File: config.mk
export PLATFORM = sky130hd
export DESIGN_NAME = demux14_buf_flat
export DESIGN_NICKNAME = d
export VERILOG_FILES = /design/src/rtl/demux14_buf_pkg.sv /design/src/rtl/demux14_buf_if.sv /design/src/rtl/demux14_buf_lane.sv /design/src/rtl/demux14_buf.sv /design/src/flat_wrapper.sv
export SDC_FILE = /design/constraint.sdc
export NUM_CORES = 1
export LEC_CHECK = 0
export BUFFER_PORTS_ARGS = -buffer_cell sky130_fd_sc_hd__buf_2
export CAP_MARGIN = 20
export CORE_MARGIN = 1.5
export CORE_UTILIZATION = 30
export DETAILED_ROUTE_END_ITERATION = 10
export GPL_ROUTABILITY_DRIVEN = 0
export PLACE_DENSITY = 0.52
export SLEW_MARGIN = 15
export SYNTH_ARGS = -nofsm -noshare
export SYNTH_HDL_FRONTEND = slang
export SYNTH_SLANG_ARGS = --single-unit
export TNS_END_PERCENT = 5
File: constraint.sdc
create_clock -name clk -period 1.3 [get_ports clk]
set_input_delay 0.26 -clock clk [delete_from_list [all_inputs] [get_ports clk]]
set_output_delay 0.26 -clock clk [all_outputs]
set_load 0.005 [all_outputs]
File: src/rtl/demux14_buf_pkg.sv
// Shared definitions for the 1:4 registered demultiplexer: lane select codes,
// lane count and the per-lane EMPTY/FULL state encoding.
// Optional feature macro: DEMUX_COUNT_EN (per-lane transfer counters).
package demux14_buf_pkg;

  localparam int unsigned NLANES = 4;
  localparam int unsigned SEL_W  = 2;

  typedef logic [SEL_W-1:0] sel_t;

  localparam sel_t SEL_A = 2'b00;
  localparam sel_t SEL_B = 2'b01;
  localparam sel_t SEL_C = 2'b10;
  localparam sel_t SEL_D = 2'b11;

  typedef enum logic {
    LANE_EMPTY = 1'b0,
    LANE_FULL  = 1'b1
  } lane_state_e;

  // One-hot lane strobe for a select code
  function automatic logic [NLANES-1:0] sel_decode(input sel_t sel);
    logic [NLANES-1:0] oh;
    oh      = '0;
    oh[sel] = 1'b1;
    return oh;
  endfunction

endpackage

File: src/rtl/demux14_buf_if.sv
// Handshake bundle for demux14_buf: one input stream, four output lanes.
// master = producer/consumer side (drives in_*, sel, din, out_ready),
// slave  = demultiplexer side.
// Optional feature macro: DEMUX_COUNT_EN adds cnt_a..cnt_d.
interface demux14_buf_if
  import demux14_buf_pkg::*;
#(
  parameter int unsigned DW = 4
`ifdef DEMUX_COUNT_EN
  , parameter int unsigned CNTW = 8
`endif
) ();

  logic              in_valid;
  logic              in_ready;
  sel_t              sel;
  logic [DW-1:0]     din;
  logic [NLANES-1:0] out_valid;
  logic [NLANES-1:0] out_ready;
  logic [DW-1:0]     a;
  logic [DW-1:0]     b;
  logic [DW-1:0]     c;
  logic [DW-1:0]     d;
`ifdef DEMUX_COUNT_EN
  logic [CNTW-1:0]   cnt_a;
  logic [CNTW-1:0]   cnt_b;
  logic [CNTW-1:0]   cnt_c;
  logic [CNTW-1:0]   cnt_d;
`endif

`ifdef DEMUX_COUNT_EN
  modport master (
    output in_valid, sel, din, out_ready,
    input  in_ready, out_valid, a, b, c, d, cnt_a, cnt_b, cnt_c, cnt_d
  );
  modport slave (
    input  in_valid, sel, din, out_ready,
    output in_ready, out_valid, a, b, c, d, cnt_a, cnt_b, cnt_c, cnt_d
  );
`else
  modport master (
    output in_valid, sel, din, out_ready,
    input  in_ready, out_valid, a, b, c, d
  );
  modport slave (
    input  in_valid, sel, din, out_ready,
    output in_ready, out_valid, a, b, c, d
  );
`endif

endinterface

File: src/rtl/demux14_buf_lane.sv
// One output lane of the demultiplexer: a single-word EMPTY/FULL buffer with
// valid/ready drain and an optional wrapping transfer counter.
// Optional feature macro: DEMUX_COUNT_EN.
module demux_lane_buf
  import demux14_buf_pkg::*;
#(
  parameter int unsigned DW = 4
`ifdef DEMUX_COUNT_EN
  , parameter int unsigned CNTW = 8
`endif
) (
  input  logic            clk,
  input  logic            rst_n,
  input  logic            load,
  input  logic [DW-1:0]   din,
  input  logic            ready,
  output logic            valid,
  output logic [DW-1:0]   dout
`ifdef DEMUX_COUNT_EN
  , output logic [CNTW-1:0] cnt
`endif
);

  lane_state_e   state_q, state_d;
  logic [DW-1:0] data_q, data_d;
  logic          drain;
`ifdef DEMUX_COUNT_EN
  logic [CNTW-1:0] cnt_q, cnt_d;
`endif

  // State and data registers; buffered word is discarded on reset
  always_ff @(posedge clk or negedge rst_n) begin
    if (!rst_n) begin
      state_q <= LANE_EMPTY;
      data_q  <= '0;
`ifdef DEMUX_COUNT_EN
      cnt_q   <= '0;
`endif
    end else begin
      state_q <= state_d;
      data_q  <= data_d;
`ifdef DEMUX_COUNT_EN
      cnt_q   <= cnt_d;
`endif
    end
  end

  // Next state: a load always wins over a drain so same-lane streaming never bubbles
  always_comb begin
    state_d = state_q;
    data_d  = data_q;
    drain   = (state_q == LANE_FULL) && ready;
    unique case (state_q)
      LANE_EMPTY: if (load) state_d = LANE_FULL;
      LANE_FULL:  if (!load && ready) state_d = LANE_EMPTY;
      default:    state_d = LANE_EMPTY;
    endcase
    if (load) data_d = din;
`ifdef DEMUX_COUNT_EN
    cnt_d = cnt_q;
    if (drain) cnt_d = cnt_q + CNTW'(1);
`endif
  end

  // Outputs decoded straight from registers
  always_comb begin
    valid = (state_q == LANE_FULL);
    dout  = data_q;
`ifdef DEMUX_COUNT_EN
    cnt   = cnt_q;
`endif
  end

endmodule

File: src/rtl/demux14_buf.sv
// Registered 1:4 demultiplexer with valid/ready handshake. Routes din to the
// lane chosen by sel; each lane holds its word until the consumer takes it.
// in_ready only looks at the selected lane, so a stalled lane never blocks
// traffic to the others except when it is the current destination.
// Optional feature macro: DEMUX_COUNT_EN (per-lane transfer counters cnt_a..cnt_d).
module demux14_buf
  import demux14_buf_pkg::*;
#(
  parameter int unsigned DW = 4
`ifdef DEMUX_COUNT_EN
  , parameter int unsigned CNTW = 8
`endif
) (
  input  logic               clk,
  input  logic               rst_n,
  demux14_buf_if.slave       dmx
);

  logic [NLANES-1:0] load;
  logic [NLANES-1:0] lane_valid;
  logic [DW-1:0]     lane_data [NLANES];
  logic              in_ready_c;
`ifdef DEMUX_COUNT_EN
  logic [CNTW-1:0]   lane_cnt [NLANES];
`endif

  // Accept when the destination lane is empty or draining; decode load strobes
  always_comb begin
    in_ready_c = ~lane_valid[dmx.sel] | dmx.out_ready[dmx.sel];
    load       = sel_decode(dmx.sel) & {NLANES{dmx.in_valid & in_ready_c}};
  end

  for (genvar k = 0; k < NLANES; k++) begin : g_lane
    demux_lane_buf #(
      .DW   (DW)
`ifdef DEMUX_COUNT_EN
      , .CNTW (CNTW)
`endif
    ) u_lane (
      .clk   (clk),
      .rst_n (rst_n),
      .load  (load[k]),
      .din   (dmx.din),
      .ready (dmx.out_ready[k]),
      .valid (lane_valid[k]),
      .dout  (lane_data[k])
`ifdef DEMUX_COUNT_EN
      , .cnt (lane_cnt[k])
`endif
    );
  end

  assign dmx.in_ready  = in_ready_c;
  assign dmx.out_valid = lane_valid;
  assign dmx.a         = lane_data[SEL_A];
  assign dmx.b         = lane_data[SEL_B];
  assign dmx.c         = lane_data[SEL_C];
  assign dmx.d         = lane_data[SEL_D];
`ifdef DEMUX_COUNT_EN
  assign dmx.cnt_a     = lane_cnt[SEL_A];
  assign dmx.cnt_b     = lane_cnt[SEL_B];
  assign dmx.cnt_c     = lane_cnt[SEL_C];
  assign dmx.cnt_d     = lane_cnt[SEL_D];
`endif

endmodule
File: src/flat_wrapper.sv
// flat-port wrapper written by rule: the top's interface ports become plain ports
module demux14_buf_flat import demux14_buf_pkg::*;
#(
  parameter int unsigned DW = 4

)
  (clk, rst_n, dmx_in_valid, dmx_sel, dmx_din, dmx_out_ready, dmx_in_ready, dmx_out_valid, dmx_a, dmx_b, dmx_c, dmx_d);
  demux14_buf_if #(.DW(DW)) dmx_i ();
  input  logic clk;
  input  logic rst_n;
  input wire logic [$bits(dmx_i.in_valid)-1:0] dmx_in_valid;
  input wire logic [$bits(dmx_i.sel)-1:0] dmx_sel;
  input wire logic [$bits(dmx_i.din)-1:0] dmx_din;
  input wire logic [$bits(dmx_i.out_ready)-1:0] dmx_out_ready;
  output wire logic [$bits(dmx_i.in_ready)-1:0] dmx_in_ready;
  output wire logic [$bits(dmx_i.out_valid)-1:0] dmx_out_valid;
  output wire logic [$bits(dmx_i.a)-1:0] dmx_a;
  output wire logic [$bits(dmx_i.b)-1:0] dmx_b;
  output wire logic [$bits(dmx_i.c)-1:0] dmx_c;
  output wire logic [$bits(dmx_i.d)-1:0] dmx_d;
  assign dmx_i.in_valid = dmx_in_valid;
  assign dmx_i.sel = dmx_sel;
  assign dmx_i.din = dmx_din;
  assign dmx_i.out_ready = dmx_out_ready;
  assign dmx_in_ready = dmx_i.in_ready;
  assign dmx_out_valid = dmx_i.out_valid;
  assign dmx_a = dmx_i.a;
  assign dmx_b = dmx_i.b;
  assign dmx_c = dmx_i.c;
  assign dmx_d = dmx_i.d;
  demux14_buf #(.DW(DW)) u_core (.clk(clk), .rst_n(rst_n), .dmx(dmx_i));
endmodule
# Word-level counts from Yosys, hierarchy flattened
# Index checks and enable logic that the tools add are counted.
[totals]
in_bits = 13
mem_bits_rw = 0
ff_bits = 20
latch_bits = 0
elab_cells = 45
mem_bits_ro = 0
out_inout_bits = 21
n_memories = 0
[op_classes]
shifts = 0
order_cmp = 2
div = 0
bitwise = 8
n_eq_ne = 0
n_addsub = 0
n_reduce_logical = 9
muxes = 18
n_mul = 0
[op_table]
columns = ["cell", "count"]
rows = [
  ["2-to-1 mux 1 bit", 11],
  ["case mux 1 bit (2 select lines)", 4],
  ["logical AND 1 bit", 5],
  ["NOT 1 bit", 5],
  ["bitwise AND 4 bit", 1],
  ["binary-select mux 1 bit (select 2 bit)", 2],
  ["zero test 1 bit", 4],
  ["less-than comparator 2 x 3 -> 1 bit, second input constant", 1],
  ["demux 1 bit (select 2 bit)", 1],
  [">= comparator 2 x 1 -> 1 bit, second input constant", 1],
  ["bitwise AND 1 bit", 1],
  ["OR 1 bit", 1],
]

# Longest topological paths before layout
# Gate-level depths: netlist (run 1).
[depth]
depth_word = 10
ltp_mapped = 4
mapped_depth_nobuf = 3

# Hierarchy
# Synthesis (run 1) repeated with hierarchy kept, for this count alone.
[unflattened]
hier_cells = 53
area_unflattened_um2 = 832.0
[modules_own_cells]
columns = ["mod", "cells_each", "area_per_inst_um2", "instances"]
rows = [
  ["demux_lane_buf", 11, 182.7, 4],
  ["demux14_buf", 9, 101.3, 1],
]

# Worst setup path before layout (run 1)
# OpenSTA, ideal clock, no wires.
[synth_timing]
path_type = "reg2reg"
startpoint = "register u_core.g_lane[2].u_lane.state_q"
endpoint = "register u_core.g_lane[2].u_lane.data_q[0]"
arrival_time_ns = 1.032
stages_incl_launch_ff = 4
setup_time_ns = 0.125
t_required_ns = 1.175
path_buffers = 0
slack_ns = 0.144
path_cell_list = "dfrtp_1 nand2b_1 nor3b_4 mux2_2"
[synth_via]
elab_chain_len = 6
[synth_rtl]
columns = ["item", "line", "rtl"]
rows = [
  ["start: declaration", "demux14_buf_lane.sv:24", "lane_state_e state_q, state_d;"],
  ["start signal: assignment", "demux14_buf_lane.sv:40", "state_q <= state_d;"],
  ["binary-select mux 1 bit (select 2 bit)", "demux14_buf.sv:29", "in_ready_c = ~lane_valid[dmx.sel] | dmx.out_ready[dmx.sel];"],
  ["2-to-1 mux 1 bit (implied by the code)", "demux14_buf.sv:29", ""],
  ["NOT 1 bit", "demux14_buf.sv:29", ""],
  ["OR 1 bit", "demux14_buf.sv:29", ""],
  ["bitwise AND 1 bit", "demux14_buf.sv:30", "load = sel_decode(dmx.sel) & {NLANES{dmx.in_valid & in_ready_c}};"],
  ["bitwise AND 4 bit", "demux14_buf.sv:30", ""],
  ["end signal: assignment", "demux14_buf_lane.sv:41", "data_q <= data_d;"],
  ["end: declaration", "demux14_buf_lane.sv:25", "logic [DW-1:0] data_q, data_d;"],
]
# Every way passes these cells. The select of a mux whose other input is x is not followed.
# A chain may end at the register's enable or synchronous reset.

# Worst setup path in the final report (run 1)
[layout_timing]
startpoint = "register u_core.g_lane[3].u_lane.state_q"
endpoint = "output dmx_in_ready"
[layout_via]
elab_chain_len = 4
[layout_rtl]
columns = ["item", "line", "rtl"]
rows = [
  ["start: declaration", "demux14_buf_lane.sv:24", ""],
  ["start signal: assignment", "demux14_buf_lane.sv:40", ""],
  ["binary-select mux 1 bit (select 2 bit)", "demux14_buf.sv:29", ""],
  ["2-to-1 mux 1 bit (implied by the code)", "demux14_buf.sv:29", ""],
  ["NOT 1 bit", "demux14_buf.sv:29", ""],
  ["OR 1 bit", "demux14_buf.sv:29", ""],
  ["end: declaration", "flat_wrapper.sv:15", "output wire logic [$bits(dmx_i.in_ready)-1:0] dmx_in_ready;"],
]
# Every way passes these cells. The select of a mux whose other input is x is not followed.

==> run_results.csv, run 1 <==
group,metric,value,unit
finish,fin_nets,114,
setup_path,cp.arrival,1.33,ns
global_routing,gr-total-overflow,0,
floorplanning,dieArea,3240,um^2
clock_tree,clk_path_buf_depth,2,
pwr,p_seq_share,55.5,%
routing,avgRoutedWirePerCell,13.8,um
pwr,p_sw_share,25.2,%
synth,synth_cell_types,15,
routing,vias,589,
synth,ys_ff_latch,20,
floorplanning,start_util,31.7,%
synth,syn_inst,58,
setup_path,cp.required,1.04,ns
pwr,switching_power,0.361,mW
routing,viasPerCell,4.53,
pwr,p_clk_share,19.5,%
routing,route.antenna.remaining_nets,0,
synth,ys_seq_area_share,57.3,%
setup_path,crit_type,"register to output port",
placed_design,port_buffers,33,
routing,drtIter0Drc,3,
global_routing,antenna_found_initial,0,
finish,utilization,41.8,%
routing,wirelength,1790,um
synth,syn_nets,71,
finish,drive_gt1_share,67.7,%
sta,rsz0062_at_grt,"true",
finish,diodes,0,
floorplanning,die_h,57.0,um
synth,syn_avg_cell_area,15.1,um^2
sta,maxSlewHeadroom,70.1,%
outcome,outcome,"finished with violations",
routing,firstDrtPassIters,4,
pwr,ir_drop,0.559,mV
run,maxCapViolations,0,
sta,final.period_utilization,122,%
global_routing,grt_pass1_wl,3020,um
sta,hold_ws,0.243,ns
clock_tree,cts_sinks,20,
global_routing,grt_max_degree,21,
setup_path,cp-start-kind,"register",
clock_tree,clkTransAtPathRegs,0.10,ns
setup_path,endpoint_kind,"output port",
pwr,power_density,1240,nW/um^2
routing,post-route-drc-count,0,
outcome,violations,"setup timing",
pwr,p_comb_share,25.0,%
synth,yosys_warnings,0,
setup_path,r2r_setup_slack,-0.04,ns
sta,timing.final.ws_setup,-0.290,ns
synth,syn_area,873,um^2
sta,drv_slew,0,
floorplanning,io-pin-count,34,
placed_design,post-dp-hpwl,1340,um
pwr,intPower,1.07,mW
floorplanning,coreArea,2760,um^2
clock_tree,cts-htree-levels,1,
worst_hold_path,min-delay-path-class,"input pin to register",
global_routing,grt_usage,12.2,%
sta,setup_violations,8,
sta,fin_worst_skew,0.000589,ns
clock_tree,cts-root-buf,"clkbuf_4",
sta,min_period,1.59,ns
sta,hold_viol,0,
clock_tree,insertion_delay,0.29,ns
global_routing,grt_pass1_vias,633,
clock_tree,numCtsBuffers,3,
finish,syn2layout_area_growth,31.9,%
sta,tightest_slew,0.448,ns
setup_path,cp_max_fo,2,
floorplanning,fp.dieW,57.0,um
sta,fmax,629,MHz
floorplanning,rows,19,
pwr,leakage,0.577,nW
clock_tree,cts_tree,"done",
-- metrics by stage --
| step | setup slack, ns | area, um^2 | power, mW | setup TNS [ns] | std cells |
|---|---|---|---|---|---|
| 6_report | -0.290 | 1150 | 1.43 | -0.494 | 130 |
| 5_1_grt | -0.360 | 1150 | 1.53 | -1.54 | 130 |
| 4_1_cts | -0.324 | 1140 | 1.46 | -0.667 | 130 |
| 3_5_place_dp | -0.0977 | 1080 | 1.15 | -0.368 | 123 |
| 3_3_place_gp | -0.0682 | 1080 | 1.14 | -0.275 | 123 |
| 2_1_floorplan | 0.144 | 873 | 0.975 | 0 | 58 |
-- worst max-delay path: stages, from the launching register on --
cell and delay [ns]:
dfrtp_1 0.36, nand2b_1 0.07, mux4_2 0.47, buf_2 0.14
-- path summary, 6_finish.rpt --
kind | startpoint | to | cells after the start
hold / removal | dmx_din[3] | u_core.g_lane[3].u_lane.dout[3] | 2
max in group asynchronous | rst_n | u_core.g_lane[1].u_lane.dout[3] | 2
hold reg to reg | u_core.g_lane[3].u_lane.dout[2] | u_core.g_lane[3].u_lane.dout[2] | 1
setup reg to reg | u_core.g_lane[2].u_lane.valid | u_core.g_lane[2].u_lane.dout[2] | 4
setup / recovery | u_core.g_lane[3].u_lane.valid | dmx_in_ready | 3
min in group asynchronous | rst_n | u_core.g_lane[3].u_lane.dout[1] | 2
-- synthesized netlist by cell type (all sizes together) --
master | count | area, um^2
and3 | 1 | 6.26
o21ai | 1 | 5.00
dfrtp | 20 | 500
nand2b | 4 | 25.0
nand3 | 1 | 10.0
buf | 5 | 41.3
nor3b | 1 | 18.8
nand2 | 5 | 18.8
mux2 | 16 | 195
nor2b | 2 | 22.5
mux4 | 1 | 22.5
nand3b | 1 | 7.51
-- flip-flops by register name, indices dropped and copies added, names as in the netlist --
register and cells:
u_core.g_lane.u_lane.valid 4, u_core.g_lane.u_lane.dout 16
-- kinds of logic (layout without fill, tap and decap cells) --
group | count (synthesis) | count (layout) | share of synthesized area, %
muxes | 17 | 17 | 24.9
DFF | 20 | 20 | 57.3
buffers and inverters | 5 | 46 | 4.73
AOI/OAI and AO/OA | 1 | 1 | 0.573
and+or+nand+nor | 15 | 15 | 12.5
-- layout make-up --
class,instances,area (um^2)
clock buffers,3,22.5
fillers,281,1610
multi-input cells,33,340
flip-flops and latches,20,500
well taps,31,38.8
repair buffers,43,250
-- layout by cell type (no fill, tap or decap), types with 2 or more instances in the layout --
cell	instances
buf_2	33
buf_4	7
buf_6	2
clkbuf_4	3
dfrtp_1	20
mux2_2	11
mux2_4	5
nand2_1	5
nand2b_1	4
-- routing by layer --
metal | share of wire [%] | vias up | track usage (%)
met5 | 0 | - | 0
met4 | 1.4 | 0 | 5.98
met3 | 6.6 | 4 | 2.72
met2 | 48 | 25 | 19.9
met1 | 44 | 284 | 15.4
li1 | - | 276 | -
-- timing repair --
action / CTS / global route
setup buffers: 3 / 0
cloned: 0 / 0
hold buffers: 1 / 0
pin swaps: 1 / 0
setup endpoints to repair: 1 / 17
endpoints found under the hold margin: 20 / 0
resized for setup: 2 / 2
-- power groups by stage --
| stage | registers, mW | logic, mW | clock network (mW) |
|---|---|---|---|
| after floorplan | 0.812 | 0.162 | 0 |
| after detailed placement | 0.807 | 0.347 | 0 |
| after global placement | 0.803 | 0.341 | 0 |
| final | 0.794 | 0.357 | 0.279 |
| after CTS | 0.795 | 0.360 | 0.305 |
| after global routing | 0.809 | 0.398 | 0.321 |
(Power assumes the default switching activity.)
==> inputs of run 2 (changes only) <==
--- a/config.mk
+++ b/config.mk
@@ -5,13 +5,14 @@
 export SDC_FILE = /design/constraint.sdc
 export NUM_CORES = 1
 export LEC_CHECK = 0
+export ABC_AREA = 1
 export BUFFER_PORTS_ARGS = -buffer_cell sky130_fd_sc_hd__buf_2
 export CAP_MARGIN = 20
 export CORE_MARGIN = 1.5
 export CORE_UTILIZATION = 30
 export DETAILED_ROUTE_END_ITERATION = 10
 export GPL_ROUTABILITY_DRIVEN = 0
-export PLACE_DENSITY = 0.52
+export PLACE_DENSITY = 0.5
 export SLEW_MARGIN = 15
 export SYNTH_ARGS = -nofsm -noshare
 export SYNTH_HDL_FRONTEND = slang
==> run 2 against run 1 <==
Against the previous run: the flow still finishes with violations (setup timing); total power increased by 5.3%; critical path depth rose by 4; sequential power fell by 0.6%; clock skew rose by 0.0018 ns; synthesized cell count increased by 95%; global-route usage increased by 2.9 points; via count rose by 59%; non-clock buffer count rose by 9; largest power group unchanged.
==> run_results.csv, run 2 <==
group,metric,value,unit
synth,synth_cell_types,16,
pwr,p_sw_share,30.2,%
routing,firstDrtPassIters,4,
setup_path,cp_max_fo,2,
sta,hold_ws,0.137,ns
worst_hold_path,hold_depth,2,
pwr,intPower,1.05,mW
synth,synthTopCellsByCount,"nand2_1, dfrtp_1, nand4_1, buf_4, inv_1",
setup_path,cp.arrival,1.21,ns
pwr,switching_power,0.455,mW
finish,largest_reg_flops,16,
synth,synth_edf_count,0,
global_routing,antenna_found_initial,0,
floorplanning,io-pin-count,34,
clock_tree,clk_path_buf_depth,2,
sta,rsz0062_at_grt,"true",
finish,utilization,43.7,%
finish,fin_area,1350,um^2
sta,drv_slew,0,
run,maxCapViolations,0,
clock_tree,cts_tree,"done",
global_routing,grt_pass1_vias,876,
synth,yosys.area.top_type,"dfrtp_1",
setup_path,slowest_delay,0.38,ns
setup_path,cp-start-kind,"register",
finish,fin_cells,203,
placed_design,dpl_cell_area,1230,um^2
global_routing,grt_max_degree,21,
routing,avgRoutedWirePerCell,11.8,um
finish,fin_nets,174,
synth,ys_seq_area_share,50.8,%
placed_design,place_inst,193,
routing,route.antenna.remaining_nets,0,
synth,synth_flop_cell,"dfrtp_1",
floorplanning,dieArea,3630,um^2
outcome,outcome,"finished with violations",
global_routing,gr-total-overflow,0,
setup_path,cp.required,1.04,ns
floorplanning,start_util,32.0,%
synth,synthTopCellsByArea,"dfrtp_1, nand2_1, nand4_1",
routing,drtIter0Drc,34,
floorplanning,die_h,60.3,um
finish,syn2layout_area_growth,36.6,%
synth,syn_area,985,um^2
sta,timing.final.ws_setup,-0.169,ns
setup_path,worst_path_most_repeated_cell,"nand2_1",
clock_tree,insertion_delay,0.30,ns
routing,vias,939,
routing,wirelength,2400,um
placed_design,post-place-ws,-0.134,ns
pwr,p_seq_share,52.4,%
setup_path,path_cells,"nand2_1 > nand2_1 > nand2_1 > nand2_1 > nand2_2 > buf_6 > buf_6",
sta,min_period,1.47,ns
outcome,violations,"setup timing",
sta,fin_worst_skew,0.00238,ns
sta,fmax,681,MHz
sta,hold_viol,0,
synth,syn_avg_cell_area,8.71,um^2
finish,nFillCells,331,
synth,ys_ff_latch,20,
pwr,leakage,0.743,nW
pwr,power,1.51,mW
clock_tree,cts-htree-levels,1,
finish,layout_commonest_cell,"nand2_1",
clock_tree,cts_sinks,20,
finish,final_cell_mix,"nand2_1, buf_2, dfrtp_1, nand4_1, buf_4",
synth,yosysMostFrequentCell,"nand2_1",
synth,yosys.area.top_type_share,50.8,%
synth,yosys_warnings,0,
sta,final.period_utilization,113,%
setup_path,slowest_stage,"dfrtp_1",
pwr,ir_drop,0.761,mV
routing,post-route-drc-count,0,
routing,viasPerCell,4.63,
placed_design,post-dp-hpwl,1820,um
setup_path,reg2reg_depth,10,
pwr,p_comb_share,28.5,%
setup_path,crit_type,"register to output port",
clock_tree,numCtsBuffers,3,
pwr,p_clk_share,19.2,%
placed_design,port_buffers,33,
sta,maxSlewHeadroom,68.8,%
floorplanning,coreArea,3080,um^2
clock_tree,clkTransAtPathRegs,0.11,ns
global_routing,grt_pass1_wl,4020,um
global_routing,grt_usage,15.1,%
sta,tns,-0.230,ns
synth,syn_nets,126,
setup_path,endpoint_kind,"output port",
pwr,power_density,1120,nW/um^2
worst_hold_path,min-delay-path-class,"input pin to register",
sta,tightest_slew,0.468,ns
floorplanning,fp.dieW,60.3,um
synth,async_flop_share,100,%
finish,diodes,0,
clock_tree,cts-root-buf,"clkbuf_4",
sta,setup_violations,6,
synth,syn_inst,113,
finish,drive_gt1_share,39.6,%
floorplanning,rows,20,
run 2: cell types whose count changed in the layout (fill, tap and decap cells not counted), moves of 3 or more:
cell      previous run  this run
buf_4                7        16
inv_1                0         6
mux2_2              11         0
mux2_4               5         0
nand2_1              5        45
nand2b_1             4         0
nand3_1              0         3
nand3_4              0         3
nand4_1              0        16
run 2: layout make-up:
| class | count | area, um^2 | area share (%) |
|---|---|---|---|
| repair buffers | 52 | 339 | 25.2 |
| clock buffers | 3 | 22.5 | 1.67 |
| inverters | 7 | 26.3 | 1.95 |
| well taps | 44 | 55.1 | 4.09 |
| flip-flops and latches | 20 | 500 | 37.2 |
| multi-input cells | 77 | 402 | 29.9 |
run 2: worst max-delay path, delay by kind of cell (launching register included):
| kind | cells | cell delay (ns) |
|---|---|---|
| and+or+nand+nor | 5 | 0.32 |
| buffers and inverters | 2 | 0.22 |
| DFF | 1 | 0.38 |
run 2: logic make-up (layout without fill, tap and decap cells):
kind of cell / count (synthesis) / in the layout / share of synthesized area [%]
AND/OR/NAND/NOR: 73 / 73 / 37.9
buffers and inverters: 16 / 62 / 9.27
AO/OA/AOI/OAI: 4 / 4 / 2.03
flip-flops: 20 / 20 / 50.8
run 2: timing repair:
action | CTS | global route
resized for setup | 4 | 7
setup buffers | 5 | 1
hold endpoints to repair | 20 | 0
hold buffers | 1 | 0
endpoints found under the setup margin | 9 | 21
pin swaps | 6 | 3
gates cloned | 0 | 0
run 2: worst paths after layout:
kind / from / end / slack (ns)
max in group asynchronous: rst_n / u_core.g_lane[2].u_lane.dout[1] / 0.54
setup / recovery: u_core.g_lane[1].u_lane.valid / dmx_in_ready / -0.17
min in group asynchronous: rst_n / u_core.g_lane[1].u_lane.dout[3] / 0.44
hold / removal: dmx_out_ready[0] / u_core.g_lane[0].u_lane.valid / 0.14
hold reg to reg: u_core.g_lane[1].u_lane.dout[2] / u_core.g_lane[1].u_lane.dout[2] / 0.48
setup reg to reg: u_core.g_lane[1].u_lane.valid / u_core.g_lane[0].u_lane.dout[1] / -0.02
run 2: routing by layer:
| layer | routed length [um] | vias up | global-route usage, % |
|---|---|---|---|
| met5 | 0 | - | 0 |
| met3 | 143 | 2 | 4.55 |
| met2 | 1200 | 29 | 25.5 |
| met1 | 1040 | 440 | 19.6 |
| met4 | 12 | 0 | 1.90 |
| li1 | - | 468 | - |
run 2: power by group through the flow:
stage,sequential (mW),clock (mW),combinational (mW)
global route,0.804,0.320,0.488
global placement,0.802,0,0.379
CTS,0.791,0.298,0.420
detailed placement,0.805,0,0.383
floorplan,0.811,0,0.184
finish,0.789,0.289,0.429
